<file path="config.mk">
export PLATFORM = sky130hd
export DESIGN_NAME = jk_request_bank
export DESIGN_NICKNAME = d
export VERILOG_FILES = /design/src/rtl/jk_request_bank.sv
export SDC_FILE = /design/constraint.sdc
export NUM_CORES = 1
export LEC_CHECK = 0
export CORE_MARGIN = 5
export CORE_UTILIZATION = 34
export DETAILED_ROUTE_END_ITERATION = 12
export GPL_TIMING_DRIVEN = 0
export PLACE_DENSITY = 0.74
export REMOVE_ABC_BUFFERS = 1
export SYNTH_ARGS = -nofsm -noshare
export SYNTH_HDL_FRONTEND = slang
export SYNTH_SLANG_ARGS = --single-unit
</file>
<file path="constraint.sdc">
create_clock -name clock -period 1.9 [get_ports clock]
set_input_delay 0.38 -clock clock [delete_from_list [all_inputs] [get_ports clock]]
set_output_delay 0.38 -clock clock [all_outputs]
set_load 0.03 [all_outputs]
</file>
<file path="src/rtl/jk_request_bank.sv">
// Floor-call register: N JK cells with parallel load, preset-all and registered
// pending/lowest/highest status. Define DEBOUNCE_EN to add per-bit j/k stability filters.
module jk_request_bank #(
   parameter int N               = 8,
   parameter int JK11_MODE       = 0,
   parameter int IDXW            = $clog2(N),
   parameter int DEBOUNCE_CYCLES = 4
) (
   input  logic            clock,
   input  logic            reset,
   input  logic            enable,
   input  logic            preset_all,
   input  logic            load,
   input  logic [N-1:0]    load_value,
   input  logic [N-1:0]    j,
   input  logic [N-1:0]    k,
   output logic [N-1:0]    q,
   output logic            any_pending,
   output logic [IDXW-1:0] lowest_idx,
   output logic [IDXW-1:0] highest_idx
);

   logic [N-1:0]    jf, kf;
   logic [N-1:0]    q_q, q_d;
   logic            any_q, any_d;
   logic [IDXW-1:0] low_q, low_d;
   logic [IDXW-1:0] high_q, high_d;

`ifdef DEBOUNCE_EN
   // A filtered bit flips only after DEBOUNCE_CYCLES consecutive edges of disagreement.
   localparam logic [7:0] CNT_LAST = 8'(DEBOUNCE_CYCLES - 1);

   logic [N-1:0] jf_q, kf_q;

   for (genvar b = 0; b < N; b++) begin : g_filter
      logic [7:0] jcnt_q, kcnt_q;

      always_ff @(posedge clock or posedge reset) begin
         if (reset) begin
            jf_q[b] <= 1'b0;
            jcnt_q  <= 8'd0;
         end else if (j[b] != jf_q[b]) begin
            if (jcnt_q == CNT_LAST) begin
               jf_q[b] <= j[b];
               jcnt_q  <= 8'd0;
            end else begin
               jcnt_q  <= jcnt_q + 8'd1;
            end
         end else begin
            jcnt_q <= 8'd0;
         end
      end

      always_ff @(posedge clock or posedge reset) begin
         if (reset) begin
            kf_q[b] <= 1'b0;
            kcnt_q  <= 8'd0;
         end else if (k[b] != kf_q[b]) begin
            if (kcnt_q == CNT_LAST) begin
               kf_q[b] <= k[b];
               kcnt_q  <= 8'd0;
            end else begin
               kcnt_q  <= kcnt_q + 8'd1;
            end
         end else begin
            kcnt_q <= 8'd0;
         end
      end
   end

   assign jf = jf_q;
   assign kf = kf_q;
`else
   assign jf = j;
   assign kf = k;
`endif

   always_comb begin
      q_d = q_q;
      if (load) begin
         q_d = load_value;
      end else if (preset_all) begin
         q_d = '1;
      end else if (enable) begin
         for (int i = 0; i < N; i++) begin
            case ({jf[i], kf[i]})
               2'b01:   q_d[i] = 1'b0;
               2'b10:   q_d[i] = 1'b1;
               2'b11: begin
                  if (JK11_MODE == 1)      q_d[i] = 1'b1;
                  else if (JK11_MODE == 2) q_d[i] = 1'b0;
                  else                     q_d[i] = ~q_q[i];
               end
               default: q_d[i] = q_q[i];
            endcase
         end
      end
   end

   // Status is derived from q_d so it lands on the same edge as q.
   always_comb begin
      any_d  = |q_d;
      low_d  = '0;
      high_d = '0;
      for (int i = N - 1; i >= 0; i--) begin
         if (q_d[i]) low_d = IDXW'(i);
      end
      for (int i = 0; i < N; i++) begin
         if (q_d[i]) high_d = IDXW'(i);
      end
   end

   always_ff @(posedge clock or posedge reset) begin
      if (reset) begin
         q_q    <= '0;
         any_q  <= 1'b0;
         low_q  <= '0;
         high_q <= '0;
      end else begin
         q_q    <= q_d;
         any_q  <= any_d;
         low_q  <= low_d;
         high_q <= high_d;
      end
   end

   assign q           = q_q;
   assign any_pending = any_q;
   assign lowest_idx  = low_q;
   assign highest_idx = high_q;

endmodule

</file>
---- Word-level counts from Yosys, hierarchy flattened ----
Index checks and enable logic that the tools add are counted.
storage, ports and cells
  logic and storage cells ................. 63
  ROM bits ................................ 0
  memories kept ........................... 0
  memory bits (writable) .................. 0
  input bits .............................. 29
  bits in registers ....................... 15
  bits in latches ......................... 0
  output and inout port bits .............. 15
cells by class
  div/mod/pow operators ................... 0
  add/subtract/negate cells ............... 0
  shift-type cells ........................ 0
  multipliers ............................. 0
  reductions and logical operators ........ 1
  mux-type cells .......................... 26
  bitwise operators ....................... 8
  $lt $le $gt $ge ......................... 0
  equal/unequal tests ..................... 24
operator list
  cell                  count
  $mux W3               14
  $eq A2 B2 Y1 const B  16
  $mux W8               3
  $pmux W1 S3           8
  $eq A2 B1 Y1 const B  8
  $not A1 Y1            8
  $reduce_or A8 Y1      1
  $mux W1               1

---- Longest topological paths before layout ----
Gate-level depths: netlist (run 1).
  depth in word-level cells ............... 13
  gate-level depth with buffers ........... 7
  mapped depth without buffers ............ 6

---- Worst setup path after synthesis (run 1) ----
OpenSTA, ideal clock, no wires.
  path type ............................... register -> register
  from .................................... reg q_q[4] (netlist: q[4])
  to ...................................... reg any_q (netlist: any_pending)
  cell stages (with the launch flop) ...... 6
  path buffers ............................ 0
  clock period less this slack ............ 2.076 ns
  setup time .............................. 0.131 ns
  required time ........................... 1.769 ns
  path slack .............................. -0.176 ns
  data arrival time ....................... 1.945 ns
  cells stage by stage .................... dfrtp_1 -> and3b_4 -> o41ai_4 -> inv_2 -> or4_4 -> or3_1
on the way
  cells in the longest elaborated chain, start to end .. 6
ends and longest elaborated chain
  element                   RTL line  RTL
  start: declaration        24        logic [N-1:0] q_q, q_d;
  start signal: assignment  120       q_q <= q_d;
  $not A1 Y1                92        else q_d[i] = ~q_q[i];
  $pmux W1 S3               86        case ({jf[i], kf[i]})
  $mux W8 *                 84        end else if (enable) begin
  $mux W8 *                 82        end else if (preset_all) begin
  $mux W8 *                 80        if (load) begin
  named net q_d[4]          24
  $reduce_or A8 Y1 *        102       any_d = |q_d;
  named net any_d           25        logic any_q, any_d;
  end signal: assignment    121       any_q <= any_d;
  end: declaration          25
Mark *: on every way through the listed nets, which the timed path passes. The rest lies on a longest branch.

---- Final worst setup path (run 1) ----
Same ends and word-level chain as after synthesis.

==> reports/metrics.yaml, run 1 <==
clocking:
  cts.sinks: 15
  h-tree-depth: 1
  cts_inserted_buffers: 3
  cts_tree: "yes"
  clock_latency_ns: 0.29
  clkTransAtPathRegs_ns: 0.09
  clockBufferDepth: 2
  cts_root_buf: "clkbuf_4"
sta:
  rsz0062_at_grt: "true"
  slew_headroom_pct: 64.6
  setup_violations: 1
  fin_worst_skew_ns: 0.00432
  fin_hold_ws_ns: 0.420
  worst_pin_slew_ns: 0.526
  hold_violations: 0
  maxSlewViolCount: 0
  fin_tns_setup_ns: -0.0336
  fin_ws_ns: -0.0336
  min_period_over_period_pct: 102
  max_clock_freq_mhz: 517
  fin_crit_ns: 1.93
setup_path:
  regToRegSetupSlack_ns: -0.03
  cp_slowest_cell: "or4_4"
  cpPeakStageDelay_ns: 0.49
  critical_path_buf_inv_count: 1
  path_class: "reg2reg"
  r2r_start: "q[4]$_DFF_PP0_"
  worstSetupEndpointType: "flop"
  cp_data_arrival_time_ns: 2.10
  cp_top_family: "simple AND/OR/NAND/NOR gates"
  reg2regPathDepth: 5
  cp_max_fo: 3
  worst_setup_path_start_kind: "flop"
  crit_chain: "and3b_4 -> o41ai_4 -> inv_2 -> or4_4 -> or3_1"
  cp.required_ns: 2.07
  timing.rr.end: "any_pending$_DFF_PP0_"
grt:
  grt_util_all_layers_pct: 15.7
  grt_pass1_wl_um: 4080
  gr-total-overflow: 0
  grt_max_degree: 17
  antenna_found_initial: 0
  grt_pass1_vias: 920
logic_synthesis:
  synth-seq-cells: 15
  synth-main-ff-cell: "dfrtp_1"
  yosysTopAreaCellShare_pct: 46.4
  synthesis.area_um2: 810
  ys_seq_area_share_pct: 46.4
  synth_area_leader_cell: "dfrtp_1"
  synth.area.top_cells: "dfrtp_1 46%, o21ai_0 8.7%, a21oi_1 5.6%"
  synth_cell_type_count: 27
  syn_inst: 82
  syn_avg_cell_area_um2: 9.87
  synth_enable_flop_cells: 0
  synth_warnings: 0
  synthArstFlopShare_pct: 100
cells_and_area:
  drive_gt1_share_pct: 23.5
  final_nets: 166
  fillers: 188
  n_antenna_cell: 0
  syn2layout_area_growth_pct: 75.4
power_and_ir_drop:
  power.internal_w: 0.000563
  pwr-share-seq_pct: 43.2
  swShare_pct: 31.2
  max-vdd-ir-drop_mv: 0.464
  p_clk_share_pct: 22.5
  p_per_area_mw_per_mm2: 576
  p_leak_nw: 0.575
  p_switching_w: 0.000255
  p_comb_share_pct: 34.3
outcome:
  outcome: "finished with violations"
  violations: "negative setup slack"
detailed_routing:
  dr_wl_met2_um: 1330
  wl_met3_um: 230
  drt-total-wl_um: 2640
  viasPerCell: 5.40
  wl_met1_um: 1020
  dr.pass1.iters: 4
  ant_nets: 0
  dr.max_layer_used: "met4"
  drt_iter0_drc: 17
  vias: 885
  drc: 0
  routedWlPerCell_um: 16.1
min_path:
  hold_path_class: "in2async"
place:
  io_buffers: 43
  gp_congestion: 0.785
  place_hpwl_um: 1880
  dp_worst_setup_slack_ns: -0.890
floorplan:
  start_util_pct: 36.2
  core_mm2: 0.00223
  dieWidth_um: 58.8
  dieArea_mm2: 0.00346
  io_pins: 44
  rows: 17
  die_h_um: 58.8
job:
  cap_violations: 0
==> through the flow <==
stage               instance area (µm²)  std cells  total power [W]  utilization [%]
floorplan                           798         81         0.000475                -
global placement                   1260        152         0.000600             56.6
detailed placement                 1260        152         0.000602             56.6
CTS                                1400        163         0.000810             62.7
global route                       1420        164         0.000855             63.6
finish                             1420        164         0.000818             63.6
==> worst reg2reg max path, delay by kind of cell (launching register included) <==
| kind | cells | cell delay, ns |
|---|---|---|
| AO/OA/AOI/OAI | 1 | 0.33 |
| flip-flops | 1 | 0.38 |
| AND/OR/NAND/NOR | 3 | 1.03 |
| buffers and inverters | 1 | 0.07 |
==> how the worst max path moves through the flow <==
stage / from / to / slack [ns] / cells after the start
4_1_cts: q[4]$_DFF_PP0_ / any_pending$_DFF_PP0_ / -0.05 / 5
3_3_place_gp: enable / any_pending$_DFF_PP0_ / -0.88 / 6
2_1_floorplan: q[4]$_DFF_PP0_ / any_pending$_DFF_PP0_ / -0.18 / 5
3_5_place_dp: enable / any_pending$_DFF_PP0_ / -0.89 / 6
6_report: q[4]$_DFF_PP0_ / any_pending$_DFF_PP0_ / -0.03 / 5
5_1_grt: q[4]$_DFF_PP0_ / any_pending$_DFF_PP0_ / -0.10 / 5
==> cells in the mapped netlist (2+ instances only) <==
cell      instances
a21oi_1           9
inv_1             4
dfrtp_1          15
nand2_1           4
and3_1            4
and3_2            3
and2_1            2
o21a_1            4
nand2b_1          4
o21ai_0          14
nand3_1           3
==> power by group through the flow <==
| stage | registers (W) | clock network [W] | logic [W] |
|---|---|---|---|
| floorplan | 0.000401 | 0 | 0.0000736 |
| global placement | 0.000357 | 0 | 0.000242 |
| detailed placement | 0.000358 | 0 | 0.000243 |
| CTS | 0.000354 | 0.000183 | 0.000273 |
| global route | 0.000357 | 0.000198 | 0.000299 |
| finish | 0.000354 | 0.000184 | 0.000281 |
==> final cells by class <==
type | instances | area [µm²] | share of cell area [%]
clock buffers | 4 | 26.3 | 1.85
inverters | 5 | 18.8 | 1.32
well taps | 28 | 35.0 | 2.47
repair buffers | 51 | 478 | 33.7
flip-flops and latches | 15 | 375 | 26.4
multi-input cells | 61 | 487 | 34.3
==> repair_timing <==
item,CTS,global route
buffers inserted,7,1
setup endpoints to repair,7,3
pin swaps,12,4
gates resized for setup,35,6
cloned,0,0
hold buffers,0,0
==> per-layer routing <==
| layer | global-route usage (%) | vias up |
|---|---|---|
| li1 | - | 417 |
| met1 | 18.5 | 420 |
| met2 | 27.0 | 41 |
| met3 | 3.73 | 7 |
| met4 | 6.80 | 0 |
| met5 | 0 | - |
==> sequential cells by signal, indices dropped and copies added (netlist names) <==
| signal | count |
|---|---|
| q | 8 |
| highest_idx | 3 |
| lowest_idx | 3 |
| any_pending | 1 |
==> cells by family after synthesis <==
logic type             after synthesis  synth area share (%)
AND/OR/NAND/NOR                     26                  20.6
flip-flops                          15                  46.4
AO/OA/AOI/OAI                       35                  29.4
buffers and inverters                6                  3.71
==> layout by cell type, fill, tap and decap left out, drive strengths merged <==
master and n:
a32oi 1, o41ai 1, and2 2, nor3b 1, o31a 1, dfrtp 15, clkdlybuf4s15 2, a41oi 1
dlygate4sd2 7, clkbuf 4, nand2 4, or2b 1, a22o 1, or4 1, and3b 1, inv 5
o21ai 14, nand3 3, nand2b 4, a21oi 9, buf 9, o311ai 1, a211o 1, a21boi 1
and3 7, nor2 1, o21a 4, or3 1, clkdlybuf4s50 33
Note: power is estimated with default switching activity, not from simulation.
==> inputs of run 2 (changes only) <==
--- a/config.mk
+++ b/config.mk
@@ -5,6 +5,7 @@
 export SDC_FILE = /design/constraint.sdc
 export NUM_CORES = 1
 export LEC_CHECK = 0
+export CAP_MARGIN = 5
 export CORE_MARGIN = 5
 export CORE_UTILIZATION = 34
 export DETAILED_ROUTE_END_ITERATION = 12
==> results of run 2 <==
Final layout, timing and power as in run 1 (identical DEF).
